### src/rtl/instruction_loader.sv
// instruction_loader: frames sync/length/LE-word stream from a byte source into instruction memory writes.
// Optional trailing XOR checksum check enabled by defining INSTR_LOADER_CHECKSUM_EN.
module instruction_loader #(
  parameter int          MAX_WORDS = 256,
  parameter logic [31:0] BASE_ADDR = 32'h0000_0000,
  parameter logic [7:0]  SYNC_BYTE = 8'h5A
) (
  input  logic        clk,
  input  logic        rst,
  input  logic        rx_valid,
  input  logic [7:0]  rx_data,
  output logic [31:0] byte_address,
  output logic        write_enable,
  output logic [31:0] write_data,
  output logic        busy,
  output logic        done,
  output logic        error,
  output logic [15:0] words_loaded
);
`ifdef INSTR_LOADER_CHECKSUM_EN
  typedef enum logic [2:0] {S_IDLE, S_LEN_LO, S_LEN_HI, S_DATA, S_DONE, S_ERROR, S_CHECK} state_t;
  localparam state_t S_FIN = S_CHECK;
  logic [7:0] r_csum;
`else
  typedef enum logic [2:0] {S_IDLE, S_LEN_LO, S_LEN_HI, S_DATA, S_DONE, S_ERROR} state_t;
  localparam state_t S_FIN = S_DONE;
`endif
  localparam logic [15:0] MAX_W = 16'(MAX_WORDS);
  state_t      r_state, w_next;
  logic [15:0] r_len, r_words, w_len;
  logic [23:0] r_buf;
  logic [1:0]  r_idx;
  logic [31:0] r_addr, r_wdata;
  logic        r_we, r_busy, r_done, r_error;
  logic        w_sync, w_take, w_wr, w_start;
  assign w_sync  = rx_valid && rx_data == SYNC_BYTE;
  assign w_len   = {rx_data, r_len[7:0]};
  // Bytes past the final word (before DONE is entered) are not payload.
  assign w_take  = r_state == S_DATA && rx_valid && r_words != r_len;
  assign w_wr    = w_take && r_idx == 2'd3;
  assign w_start = w_next == S_LEN_LO && r_state != S_LEN_LO;
  always_comb begin
    w_next = r_state;
    case (r_state)
      S_IDLE, S_DONE, S_ERROR: if (w_sync) w_next = S_LEN_LO;
      S_LEN_LO: if (rx_valid) w_next = S_LEN_HI;
      S_LEN_HI: if (rx_valid) w_next = w_len > MAX_W ? S_ERROR : w_len == 16'd0 ? S_FIN : S_DATA;
`ifdef INSTR_LOADER_CHECKSUM_EN
      S_DATA: if (w_wr && r_words + 16'd1 == r_len) w_next = S_CHECK;
      S_CHECK: if (rx_valid) w_next = rx_data == r_csum ? S_DONE : S_ERROR;
`else
      S_DATA: if (r_words == r_len) w_next = w_sync ? S_LEN_LO : S_DONE;
`endif
      default: w_next = S_IDLE;
    endcase
  end
  always_ff @(posedge clk) begin
    if (rst) begin
      r_state <= S_IDLE;
      r_len   <= '0;
      r_words <= '0;
      r_buf   <= '0;
      r_idx   <= '0;
      r_addr  <= BASE_ADDR;
      r_wdata <= '0;
      r_we    <= 1'b0;
      r_busy  <= 1'b0;
      r_done  <= 1'b0;
      r_error <= 1'b0;
`ifdef INSTR_LOADER_CHECKSUM_EN
      r_csum  <= '0;
`endif
    end else begin
      r_state <= w_next;
      r_we    <= w_wr;
      r_busy  <= w_next != S_IDLE && w_next != S_DONE && w_next != S_ERROR;
      r_done  <= w_next == S_DONE;
      r_error <= w_next == S_ERROR;
      if (r_state == S_LEN_LO && rx_valid) r_len[7:0] <= rx_data;
      if (r_state == S_LEN_HI && rx_valid) r_len[15:8] <= rx_data;
      if (w_take) begin
        r_idx <= r_idx + 2'd1;
        r_buf <= {rx_data, r_buf[23:8]};
      end
      if (w_wr) begin
        r_wdata <= {rx_data, r_buf};
        r_addr  <= BASE_ADDR + {14'd0, r_words, 2'b00};
        r_words <= r_words + 16'd1;
      end
`ifdef INSTR_LOADER_CHECKSUM_EN
      if (w_take) r_csum <= r_csum ^ rx_data;
      if (w_start) r_csum <= '0;
`endif
      if (w_start) begin
        r_words <= '0;
        r_idx   <= '0;
      end
    end
  end
  assign byte_address = r_addr;
  assign write_enable = r_we;
  assign write_data   = r_wdata;
  assign busy         = r_busy;
  assign done         = r_done;
  assign error        = r_error;
  assign words_loaded = r_words;
endmodule

### config.mk
export PLATFORM = sky130hd
export DESIGN_NAME = instruction_loader
export DESIGN_NICKNAME = d
export VERILOG_FILES = /design/src/rtl/instruction_loader.sv
export SDC_FILE = /design/constraint.sdc
export NUM_CORES = 1
export LEC_CHECK = 0
export ABC_AREA = 1
export ABC_CLOCK_PERIOD_IN_PS = 1800
export BUFFER_PORTS_ARGS = -buffer_cell sky130_fd_sc_hd__buf_2
export CORE_ASPECT_RATIO = 1.5
export CORE_UTILIZATION = 41
export DETAILED_ROUTE_END_ITERATION = 10
export GPL_TIMING_DRIVEN = 0
export PLACE_DENSITY = 0.67
export SLEW_MARGIN = 20
export SYNTH_ARGS = -nofsm -noshare
export SYNTH_HDL_FRONTEND = slang
export SYNTH_SLANG_ARGS = --single-unit
### constraint.sdc
create_clock -name clk -period 1.8 [get_ports clk]
set_input_delay 0.09 -clock clk [delete_from_list [all_inputs] [get_ports clk]]
set_output_delay 0.09 -clock clk [all_outputs]
set_load 0.05 [all_outputs]
==> flow_summary.ini <==
[route]
drc = 0
vias_per_std_cell = 5.127
drt-total-wl_mm = 16.20
detail-route-antenna-nets = 0
drt_iter0_markers = 234
dr_total_vias = 5142
route.detailed.wl_per_inst_um = 16.15
drt_pre_antenna_iters = 5

[global_routing]
grt_pass1_wl_mm = 23.17
grt.overflow.total = 0
largest_net_degree_at_the_start_of_global_routing = 17
first_global_vias = 4653
number_of_antenna_violations_at_the_first_check_in_global_routing = 0
groute.usage.overall = 0.2437

[critical_path]
worstPathArrival_ns = 2.19
crit_buf_inv = 3
worst_path_dominant_cell_family = simple AND/OR/NAND/NOR gates
cp_endpoint_kind = register
critPathMaxFanout = 7
startpoint_type = register
critical-path-max-stage-delay_ns = 0.38
cpMostUsedCell = sky130_fd_sc_hd__nand2_2
timing.critical_path.required_ns = 2.11
critPathKind = register to register
chain_of_cells_forming_the_critical_path = xor2_2 -> nor2_2 -> nand2_2 -> nor2_4 -> nand2_4 -> nand2_2 -> inv_2 -> nor2_4 -> nand2_2 -> o21bai_4 -> buf_12 -> buf_8 -> nor2_2
critical-path-slowest-cell = sky130_fd_sc_hd__dfxtp_4
rrSetupSlack_ns = -0.08

[cells_and_area]
area_of_the_multi_input_gates_mm2 = 0.002653
most_common_cell_after_layout_fill_and_taps_aside = sky130_fd_sc_hd__nand2_1
finish.instance_area_mm2 = 0.007383
finalNonFillerCells = 1003
num_antenna_cells = 0
layout_common_cells = sky130_fd_sc_hd__nand2_1 (108), sky130_fd_sc_hd__dfxtp_1 (90), sky130_fd_sc_hd__nor2_1 (89)
syn_to_final_growth_pct = 49.09
final_core_util = 0.6337
nets = 854
area.sequential_mm2 = 0.002338
drive_gt1_frac = 0.4127
nFillCells = 979

[clock_tree]
clock-sinks = 113
cts_tree = built
path_clk_slew_ns = 0.05
cts-root-to-sink-buffers = 2
ctsRootBufferMaster = sky130_fd_sc_hd__clkbuf_16
clock_insertion_delay_worst_skew_ns = 0.42
htree_levels = 4
cts_made_buffers = 17

[sta]
timing.max_slew.rel_slack = 0.4759
finalCritPeriodShare = 1.045
fmaxAchievable_mhz = 531.5
unrepaired_setup_endpoints_after_global_routing = true
timing.final.max_slew_violations = 0
hold_violations = 0
tightestPinTransition_ns = 0.7861
period_minus_slack_ns = 1.882
final.setup.worst_slack_ns = -0.08163
setup_viol = 43
skew_ns = 0.008735

[power_and_ir_drop]
cellLeakagePower_nw = 3.312
power.ir.vdd_worst_v = 0.0007141
power.net_switching_mw = 1.379
total_power_density_per_cell_area_mw_per_mm2 = 836.0
power.total_mw = 6.173
comb_power_share = 0.049
intPower_mw = 4.794
power.share.clock = 0.549
switching_share = 0.2233
reg_power_frac = 0.402

[logic_synthesis]
synth-seq-cells = 113
post_synth_num_cell_types = 31
syn_inst = 678
post_synth.cell_area_avg_um2 = 7.304
synth.yosys.seq_area_share = 0.4568
yosys_warnings = 0
syn_area_mm2 = 0.004952

[floorplanning]
floorplan.initialDensity = 0.4250
core-area_mm2 = 0.01165
i_o_pin_count = 95
floorplan.die.width_um = 91.74
die-height_um = 136.6
fp.dieArea_mm2 = 0.01253
placement_rows = 48

[run_status]
violations = setup timing
status = complete, but fails checks

[place]
port_buffer_count = 78
detailed_place.area_mm2 = 0.005648
dp.final_hpwl_mm = 10.25
number_of_cells_in_the_design_after_placement = 921
routabilityCongestion = 0.9375
place_worst_setup_slack_ns = -0.2519

[min_path]
hp-class = input port to register

[run]
drv.max_cap_violation_count = 0
-- layer usage --
layer / up-vias / track usage / routed length (µm)
met5: - / 0 / 0
met4: 0 / 0.1597 / 945
met3: 63 / 0.05833 / 886
met2: 195 / 0.4411 / 8626
met1: 2425 / 0.2495 / 5737
li1: 2459 / - / -
-- stage by stage --
stage	hold slack (ns)	setup TNS [ns]
floorplan	0.1685	-0.1399
global placement	0.3615	-6.037
detailed placement	0.3776	-8.127
CTS	0.01754	-0.9822
global route	0.02670	-8.347
finish	0.02316	-1.855
-- flip-flops by register name (all words and copies together) (netlist names) --
name	cells
error	1
done	1
byte_address	16
busy	1
r_idx	2
words_loaded	16
r_state	3
r_len	16
write_enable	1
write_data	32
r_buf	24
-- worst reg2reg max path: stages, from the launching register on --
cell and delay [ns]:
sky130_fd_sc_hd__dfxtp_4 0.38, sky130_fd_sc_hd__xor2_2 0.18, sky130_fd_sc_hd__nor2_2 0.12, sky130_fd_sc_hd__nand2_2 0.07, sky130_fd_sc_hd__nor2_4 0.19, sky130_fd_sc_hd__nand2_4 0.08
sky130_fd_sc_hd__nand2_2 0.06, sky130_fd_sc_hd__inv_2 0.04, sky130_fd_sc_hd__nor2_4 0.11, sky130_fd_sc_hd__nand2_2 0.09, sky130_fd_sc_hd__o21bai_4 0.14, sky130_fd_sc_hd__buf_12 0.15
sky130_fd_sc_hd__buf_8 0.13, sky130_fd_sc_hd__nor2_2 0.03
-- power groups by stage --
| stage | logic [mW] | registers [mW] | clock network, mW |
|---|---|---|---|
| floorplan | 0.183 | 2.54 | 0 |
| global placement | 0.246 | 2.54 | 0 |
| detailed placement | 0.247 | 2.54 | 0 |
| CTS | 0.292 | 2.48 | 3.42 |
| global route | 0.321 | 2.48 | 3.55 |
| finish | 0.305 | 2.48 | 3.39 |
-- cell usage after synthesis --
library cell,count,share of area
sky130_fd_sc_hd__nand2_1,122,0.092
sky130_fd_sc_hd__nor2_1,116,0.088
sky130_fd_sc_hd__dfxtp_1,113,0.46
sky130_fd_sc_hd__o21ai_0,78,0.079
sky130_fd_sc_hd__inv_1,46,0.035
sky130_fd_sc_hd__a21oi_1,37,0.037
sky130_fd_sc_hd__nand3_1,28,0.028
sky130_fd_sc_hd__buf_4,18,0.027
sky130_fd_sc_hd__xor2_1,17,0.030
sky130_fd_sc_hd__clkbuf_1,16,0.012
sky130_fd_sc_hd__inv_2,15,0.011
sky130_fd_sc_hd__nor2_2,12,0.015
sky130_fd_sc_hd__nor3_1,12,0.012
sky130_fd_sc_hd__o21ai_1,9,0.0091
sky130_fd_sc_hd__buf_2,8,0.0081
sky130_fd_sc_hd__nand2_2,5,0.0063
sky130_fd_sc_hd__nor2_4,5,0.011
sky130_fd_sc_hd__nand4_1,3,0.0038
sky130_fd_sc_hd__nor4_1,3,0.0038
sky130_fd_sc_hd__a211oi_1,2,0.0030
sky130_fd_sc_hd__buf_6,2,0.0045
sky130_fd_sc_hd__ha_1,2,0.0051
sky130_fd_sc_hd__a21boi_0,1,0.0015
sky130_fd_sc_hd__buf_12,1,0.0040
sky130_fd_sc_hd__clkbuf_2,1,0.0010
sky130_fd_sc_hd__clkinv_1,1,0.00076
sky130_fd_sc_hd__conb_1,1,0.00076
sky130_fd_sc_hd__nand2_4,1,0.0023
sky130_fd_sc_hd__nand3_4,1,0.0035
sky130_fd_sc_hd__nor4_2,1,0.0025
sky130_fd_sc_hd__o21bai_4,1,0.0038
-- cells by family (layout without fill, tap and decap cells) --
logic type,after synthesis,in the layout,synth area share
AOI/OAI and AO/OA,128,128,0.1337
xor gates and xnor gates,17,17,0.03007
adders and majority gates,2,2,0.005052
buffers and inverters,108,267,0.1041
DFF,113,113,0.4568
other,1,16,0.0007572
and+or+nand+nor,309,310,0.2696
-- final cells by class --
cell class / instances / area share
clock inverter: 11 / 0.01847
timing repair buffer: 131 / 0.1285
clock buffer: 20 / 0.06185
inverter: 62 / 0.03491
tap: 150 / 0.02542
multi-input combinational: 473 / 0.3593
buffer: 43 / 0.05491
sequential: 113 / 0.3167
-- worst paths after layout --
| check | startpoint | endpoint | depth (start not counted) |
|---|---|---|---|
| max reg2reg | words_loaded[11]$_SDFFE_PP0P_ | words_loaded[11]$_SDFFE_PP0P_ | 13 |
| max | words_loaded[11]$_SDFFE_PP0P_ | words_loaded[11]$_SDFFE_PP0P_ | 13 |
| min | rx_data[0] | write_data[24]$_SDFFE_PP0P_ | 3 |
| min reg2reg | write_data[16]$_SDFFE_PP0P_ | write_data[16]$_SDFFE_PP0P_ | 2 |
-- what timing repair did --
| action | CTS | global route |
|---|---|---|
| resized for setup | 38 | 220 |
| hold buffers | 3 | 0 |
| setup endpoints to repair | 77 | 94 |
| cloned | 2 | 8 |
| hold endpoints to repair | 4 | 0 |
| setup buffers | 24 | 18 |
| pin swaps | 3 | 62 |
Note: power is estimated with default switching activity, not from simulation.
